$ cat src/rtl/store_align_unit.sv
// store_align_unit
//
// Store-path aligner between the execute stage and the data memory/MMIO bus.
// It takes one store request per req_valid/req_ready handshake. It produces a
// registered bus beat that carries the word-aligned address, the byte-lane
// write enables and the lane-shifted write data.
//
// Optional feature macro: STORE_MISALIGN_SPLIT_EN
//   defined   : a store that crosses a bus-word boundary is issued as two
//               consecutive beats (BEAT0 then BEAT1).
//   undefined : no BEAT1 state exists. A boundary-crossing store is treated
//               as a misaligned fault: err pulses and no beat is issued.
//
// Parameters
//   DATA_W      bus data width in bits (32 or 64)
//   ADDR_W      byte-address width
// Ports
//   clk, rst    clock and synchronous active-high reset
//   req_valid   store request valid
//   req_ready   unit can accept a request this cycle
//   req_addr    byte address
//   req_data    right-justified store data
//   req_funct3  size code: SB=000 SH=001 SW=010 SD=011
//   mem_valid   bus beat valid
//   mem_ready   bus accepts the beat
//   mem_addr    word-aligned beat address
//   mem_wdata   lane-aligned write data
//   mem_wea     per-byte write enable
//   err         one-cycle pulse: request rejected, no beat issued
module store_align_unit #(
    parameter int DATA_W = 32,
    parameter int ADDR_W = 32
) (
    input  logic                clk,
    input  logic                rst,
    input  logic                req_valid,
    output logic                req_ready,
    input  logic [ADDR_W-1:0]   req_addr,
    input  logic [DATA_W-1:0]   req_data,
    input  logic [2:0]          req_funct3,
    output logic                mem_valid,
    input  logic                mem_ready,
    output logic [ADDR_W-1:0]   mem_addr,
    output logic [DATA_W-1:0]   mem_wdata,
    output logic [DATA_W/8-1:0] mem_wea,
    output logic                err
);

    localparam int NB    = DATA_W / 8;
    localparam int OFS_W = $clog2(NB);

`ifdef STORE_MISALIGN_SPLIT_EN
    typedef enum logic [1:0] {IDLE = 2'd0, BEAT0 = 2'd1, BEAT1 = 2'd2} state_t;
`else
    typedef enum logic [1:0] {IDLE = 2'd0, BEAT0 = 2'd1} state_t;
`endif

    // Byte-lane mask over a double-wide window: size_bytes ones starting at ofs.
    function automatic logic [2*NB-1:0] lane_mask(input logic [OFS_W-1:0] ofs,
                                                  input logic [3:0] size);
        logic [2*NB-1:0] m;
        m = {(2*NB){1'b0}};
        for (int i = 0; i < 2*NB; i++) begin
            m[i] = (i >= int'(ofs)) && (i < int'(ofs) + int'(size));
        end
        return m;
    endfunction

    // One half of the double-wide shifted data. Bytes beyond size are zeroed first.
    function automatic logic [DATA_W-1:0] lane_data(input logic [DATA_W-1:0] data,
                                                    input logic [OFS_W-1:0]  ofs,
                                                    input logic [3:0]        size,
                                                    input logic              upper);
        logic [2*DATA_W-1:0] d;
        d = {(2*DATA_W){1'b0}};
        for (int i = 0; i < NB; i++) begin
            if (i < int'(size)) begin
                d[8*i +: 8] = data[8*i +: 8];
            end else begin
                d[8*i +: 8] = 8'h00;
            end
        end
        d = d << {ofs, 3'b000};
        return upper ? d[2*DATA_W-1:DATA_W] : d[DATA_W-1:0];
    endfunction

    // Reserved size codes, and doubleword stores on a 32-bit bus, are rejected.
    function automatic logic is_illegal(input logic [2:0] f3);
        return f3[2] || ((f3[1:0] == 2'b11) && (NB < 8));
    endfunction

    state_t              state_r, state_s;
    logic                mem_valid_r, mem_valid_s;
    logic [ADDR_W-1:0]   mem_addr_r, mem_addr_s;
    logic [DATA_W-1:0]   mem_wdata_r, mem_wdata_s;
    logic [NB-1:0]       mem_wea_r, mem_wea_s;
    logic                err_r, err_s;
`ifdef STORE_MISALIGN_SPLIT_EN
    logic                has_b1_r, has_b1_s;
    logic [ADDR_W-1:0]   hi_addr_r, hi_addr_s;
    logic [DATA_W-1:0]   hi_wdata_r, hi_wdata_s;
    logic [NB-1:0]       hi_wea_r, hi_wea_s;
`endif

    logic [3:0]          size_s;
    logic [OFS_W-1:0]    ofs_s;
    logic [2*NB-1:0]     m2_s;
    logic [ADDR_W-1:0]   base_s;
    logic                cross_s, fault_s, last_s, done_s, ready_s, accept_s;

    // Request decode plus handshake terms shared by next-state logic and req_ready.
    always_comb begin
        size_s  = 4'd1 << req_funct3[1:0];
        ofs_s   = req_addr[OFS_W-1:0];
        m2_s    = lane_mask(ofs_s, size_s);
        base_s  = {req_addr[ADDR_W-1:OFS_W], {OFS_W{1'b0}}};
        cross_s = |m2_s[2*NB-1:NB];
`ifdef STORE_MISALIGN_SPLIT_EN
        fault_s = is_illegal(req_funct3);
        last_s  = ((state_r == BEAT0) && !has_b1_r) || (state_r == BEAT1);
`else
        fault_s = is_illegal(req_funct3) || cross_s;
        last_s  = (state_r == BEAT0);
`endif
        // Retiring the last beat frees the unit in the same cycle (no bubble).
        done_s   = mem_valid_r && mem_ready && last_s;
        ready_s  = !rst && ((state_r == IDLE) || done_s);
        accept_s = req_valid && ready_s;
    end

    assign req_ready = ready_s;
    assign mem_valid = mem_valid_r;
    assign mem_addr  = mem_addr_r;
    assign mem_wdata = mem_wdata_r;
    assign mem_wea   = mem_wea_r;
    assign err       = err_r;

    // Next state and next registered outputs. A same-cycle accept overrides retirement.
    always_comb begin
        state_s     = state_r;
        mem_valid_s = mem_valid_r;
        mem_addr_s  = mem_addr_r;
        mem_wdata_s = mem_wdata_r;
        mem_wea_s   = mem_wea_r;
        err_s       = 1'b0;
`ifdef STORE_MISALIGN_SPLIT_EN
        has_b1_s    = has_b1_r;
        hi_addr_s   = hi_addr_r;
        hi_wdata_s  = hi_wdata_r;
        hi_wea_s    = hi_wea_r;
`endif
        case (state_r)
            IDLE: begin
                mem_valid_s = 1'b0;
            end
            BEAT0: begin
                if (mem_ready) begin
`ifdef STORE_MISALIGN_SPLIT_EN
                    if (has_b1_r) begin
                        state_s     = BEAT1;
                        mem_addr_s  = hi_addr_r;
                        mem_wdata_s = hi_wdata_r;
                        mem_wea_s   = hi_wea_r;
                    end else begin
                        state_s     = IDLE;
                        mem_valid_s = 1'b0;
                        mem_addr_s  = {ADDR_W{1'b0}};
                        mem_wdata_s = {DATA_W{1'b0}};
                        mem_wea_s   = {NB{1'b0}};
                    end
`else
                    state_s     = IDLE;
                    mem_valid_s = 1'b0;
                    mem_addr_s  = {ADDR_W{1'b0}};
                    mem_wdata_s = {DATA_W{1'b0}};
                    mem_wea_s   = {NB{1'b0}};
`endif
                end else begin
                    state_s = state_r;
                end
            end
`ifdef STORE_MISALIGN_SPLIT_EN
            BEAT1: begin
                if (mem_ready) begin
                    state_s     = IDLE;
                    mem_valid_s = 1'b0;
                    mem_addr_s  = {ADDR_W{1'b0}};
                    mem_wdata_s = {DATA_W{1'b0}};
                    mem_wea_s   = {NB{1'b0}};
                end else begin
                    state_s = state_r;
                end
            end
`endif
            default: begin
                state_s     = IDLE;
                mem_valid_s = 1'b0;
                mem_addr_s  = {ADDR_W{1'b0}};
                mem_wdata_s = {DATA_W{1'b0}};
                mem_wea_s   = {NB{1'b0}};
            end
        endcase

        if (accept_s) begin
            if (fault_s) begin
                // Rejected request: pulse err, present no beat.
                state_s     = IDLE;
                err_s       = 1'b1;
                mem_valid_s = 1'b0;
                mem_addr_s  = {ADDR_W{1'b0}};
                mem_wdata_s = {DATA_W{1'b0}};
                mem_wea_s   = {NB{1'b0}};
            end else begin
                state_s     = BEAT0;
                mem_valid_s = 1'b1;
                mem_addr_s  = base_s;
                mem_wdata_s = lane_data(req_data, ofs_s, size_s, 1'b0);
                mem_wea_s   = m2_s[NB-1:0];
`ifdef STORE_MISALIGN_SPLIT_EN
                // The second beat is captured now so the request inputs can move on.
                has_b1_s    = cross_s;
                hi_addr_s   = base_s + ADDR_W'(NB);
                hi_wdata_s  = lane_data(req_data, ofs_s, size_s, 1'b1);
                hi_wea_s    = m2_s[2*NB-1:NB];
`endif
            end
        end else begin
            err_s = 1'b0;
        end
    end

    // State and output registers. Reset drops any pending beat.
    always_ff @(posedge clk) begin
        if (rst) begin
            state_r     <= IDLE;
            mem_valid_r <= 1'b0;
            mem_addr_r  <= {ADDR_W{1'b0}};
            mem_wdata_r <= {DATA_W{1'b0}};
            mem_wea_r   <= {NB{1'b0}};
            err_r       <= 1'b0;
`ifdef STORE_MISALIGN_SPLIT_EN
            has_b1_r    <= 1'b0;
            hi_addr_r   <= {ADDR_W{1'b0}};
            hi_wdata_r  <= {DATA_W{1'b0}};
            hi_wea_r    <= {NB{1'b0}};
`endif
        end else begin
            state_r     <= state_s;
            mem_valid_r <= mem_valid_s;
            mem_addr_r  <= mem_addr_s;
            mem_wdata_r <= mem_wdata_s;
            mem_wea_r   <= mem_wea_s;
            err_r       <= err_s;
`ifdef STORE_MISALIGN_SPLIT_EN
            has_b1_r    <= has_b1_s;
            hi_addr_r   <= hi_addr_s;
            hi_wdata_r  <= hi_wdata_s;
            hi_wea_r    <= hi_wea_s;
`endif
        end
    end

endmodule

$ cat config.mk
export PLATFORM = sky130hd
export DESIGN_NAME = store_align_unit
export DESIGN_NICKNAME = d
export VERILOG_FILES = /design/src/rtl/store_align_unit.sv
export SDC_FILE = /design/constraint.sdc
export NUM_CORES = 1
export LEC_CHECK = 0
export CORE_ASPECT_RATIO = 0.5
export CORE_MARGIN = 5
export CORE_UTILIZATION = 41
export CTS_BUF_LIST = sky130_fd_sc_hd__clkbuf_2
export CTS_CLUSTER_SIZE = 10
export DETAILED_ROUTE_END_ITERATION = 10
export PLACE_DENSITY = 0.92
export SYNTH_ARGS = -nofsm -noshare
export SYNTH_HDL_FRONTEND = slang
export SYNTH_SLANG_ARGS = --single-unit
$ cat constraint.sdc
create_clock -name clk -period 2.57 [get_ports clk]
set_input_delay 0.6425 -clock clk [delete_from_list [all_inputs] [get_ports clk]]
set_output_delay 0.6425 -clock clk [all_outputs]
set_load 0.01 [all_outputs]
==> results.yml <==
logic_synthesis:
  yosysTopAreaCellShare: 0.489
  seq_area_frac_synth: 0.489
  avgSynthCellArea_um2: 10.7
  ys_ff_latch: 69
  yosys_most_used_dff: "dfxtp_1"
  synthArstFlopShare: 0
  ys_top_cells_by_count: "69 x dfxtp_1, 40 x a22o_1, 27 x o21ai_0"
  yosysMostFrequentCell: "dfxtp_1"
  yosys-top-cells-area: "dfxtp_1 49%, a22o_1 12%, a32o_1 5.7%"
  syn_inst: 264
  synth_warnings: 0
  yosys.area.top_type: "dfxtp_1"
  synth_edf_count: 0
  ys_types: 35
  syn_area_um2: 2820
final_layout:
  fin_cells: 504
  multi_input_area_um2: 1250
  final_cell_area_um2: 4450
  drive_gt1_frac: 0.114
  n_antenna_cell: 0
  fin_nets: 481
  regArea_um2: 1380
  area_growth_pct: 57.4
  fillCellCount: 493
  final_util: 0.663
global_route:
  grt_pass1_vias: 2644
  grt_overflow: 0
  grt_util_met3: 0.0508
  grt_util_all_layers: 0.197
  grt_use_met2: 0.341
  antenna_found_initial: 0
  use_met1: 0.234
  grt_busiest_layer: "met2"
  grt_max_degree: 67
  grt_pass1_wl_um: 13400
critical_path:
  critPathArrivalTime_ps: 2780
  critPathLaunch: "req_funct3[1]"
  r2r-start: "state_r[0]"
  worstSetupEndpoint: "mem_wdata[2]"
  critPathLaunchType: "primary input"
  reg2reg_to: "mem_wdata[2]"
  reg2reg_slack_ps: 1040
  cp-end-kind: "register"
  r2r_cells: 6
  critPathMaxFanout: 22
  path_class: "in2reg"
  worst-endpoint-required_ps: 2990
clock_network:
  cts_max_path_buffers: 2
  clkSlewWorstSetupHoldPaths_ps: 190
  insertion_delay_ps: 510
  htree_levels: 3
  cts_root_buffer: "clkbuf_2"
  cts.sinks: 69
  numCtsBuffers: 9
  cts_tree: "yes"
floorplanning:
  start_util: 0.421
  dieArea_um2: 8750
  core_area_um2: 6700
  die_w_um: 127
  fp-row-count: 21
  die_y_um: 68.7
  io_pins: 142
routing:
  ant_nets: 0
  drc_errors: 0
  viasPerCell: 5.38
  via_count: 2713
  drt-pass1-iter-count: 4
  wl_per_cell_um: 17.4
  wirelength_um: 8760
  drtIter0Drc: 263
timing:
  slew_viol_final: 0
  worst_hold_slack_ps: 475
  min_period_ps: 2360
  hold_violations: 0
  setup-violations-final: 0
  post-route-period-util: 0.918
  relSlewSlack: 0.275
  finClkSkew_ps: 15.5
  rsz0062_at_grt: "false"
  tightestPinTransition_ps: 1080
  fmax_mhz: 424
power:
  power_density_nw_per_um2: 485
  ir_worst_vdd_uv: 241
  p_leak_nw: 1.65
placed_design:
  place.gp.congestion: 0.934
  place.port_buffers: 139
  dp_hpwl_um: 6570
  place_inst: 488
  postPlaceCellArea_um2: 4320
job:
  max-cap-violations: 0
run_status:
  outcome: "completed"
min_path:
  hp-class: "reg2reg"
## power breakdown
| part | switching [mW] | leakage [nW] | internal [mW] | total [mW] |
|---|---|---|---|---|
| sequential | 0.0153 | 0.559 | 1.10 | 1.12 |
| clock | 0.420 | 0.0723 | 0.228 | 0.648 |
| combinational | 0.168 | 1.02 | 0.224 | 0.393 |
## state kept, by name (all words and copies together), names as in the netlist
| register | flops |
|---|---|
| state_r | 1 |
| mem_wea | 4 |
| err | 1 |
| mem_addr | 30 |
| mem_valid | 1 |
| mem_wdata | 32 |
## final cells by class
class	count	share of cell area
clock buffer	9	0.0101
tap	92	0.0259
inverter	2	0.00169
multi-input combinational	169	0.281
clock inverter	7	0.0166
timing repair buffer	156	0.354
sequential	69	0.311
## logic make-up (layout without fill, tap and decap cells)
logic type | Yosys count | in the layout | synth area share
flops | 69 | 69 | 0.489
mux | 8 | 8 | 0.0319
xor+xnor | 1 | 1 | 0.00310
fa+ha+maj | 3 | 3 | 0.0159
buf+inv | 27 | 174 | 0.0731
other cells | 1 | 2 | 0.00133
simple gates | 37 | 37 | 0.0638
compound gates | 118 | 118 | 0.322
## repair_timing
item,4_1_cts,5_1_grt
setup buffers,0,0
hold buffers,0,0
setup endpoints to repair,0,1
gates resized for setup,0,1
## placed cells by master (no fill, tap or decap), types with 2 or more instances in the layout
cell,netlist,final
a21oi_1,7,6
nand2b_1,2,2
buf_4,3,13
dfxtp_1,69,69
ha_1,2,2
or2_2,2,2
conb_1,1,2
o2bb2ai_1,7,7
clkinv_2,0,2
nor2b_1,3,3
buf_12,5,4
nor2_1,4,4
nand2_1,21,21
a32o_1,16,16
a22o_1,40,40
clkinv_4,0,2
clkdlybuf4s50_1,0,138
clkbuf_2,0,9
nand3b_1,2,2
o21ai_0,27,27
a22oi_1,15,15
mux2_2,8,8
## metal layers
| metal | wire (um) | part of all wire | vias up |
|---|---|---|---|
| met1 | 3550 | 0.41 | 1281 |
| met3 | 558 | 0.064 | 25 |
| li1 | - | - | 1294 |
| met5 | 0 | 0 | - |
| met2 | 4410 | 0.50 | 113 |
| met4 | 240 | 0.027 | 0 |
## how the worst min path moves through the flow
stage                             from            to  slack [ps]  depth (start not counted)
after detailed placement    mem_wea[3]    mem_wea[3]         440                          2
after CTS                   mem_wea[3]    mem_wea[3]         480                          2
after global placement      mem_wea[3]    mem_wea[3]         430                          2
after floorplan             state_r[0]     mem_valid         470                          2
after global routing      mem_wdata[1]  mem_wdata[1]         510                          1
final                       mem_wea[3]    mem_wea[3]         470                          2
## metrics by stage
step,power [mW],worst slack (ps),setup TNS (ps)
4_1_cts,2.17,3.00,0
3_5_place_dp,1.53,-318,-18050
6_report,2.16,210,0
2_1_floorplan,1.30,209,0
5_1_grt,2.26,130,0
3_3_place_gp,1.52,-263,-14610
## critical path: stages
cell,delay (ps)
clkdlybuf4s50_1,520
nor2_1,80
ha_1,210
fa_1,540
nor2_1,80
o21a_2,280
buf_12,180
a32o_1,240
(Power assumes the default switching activity.)
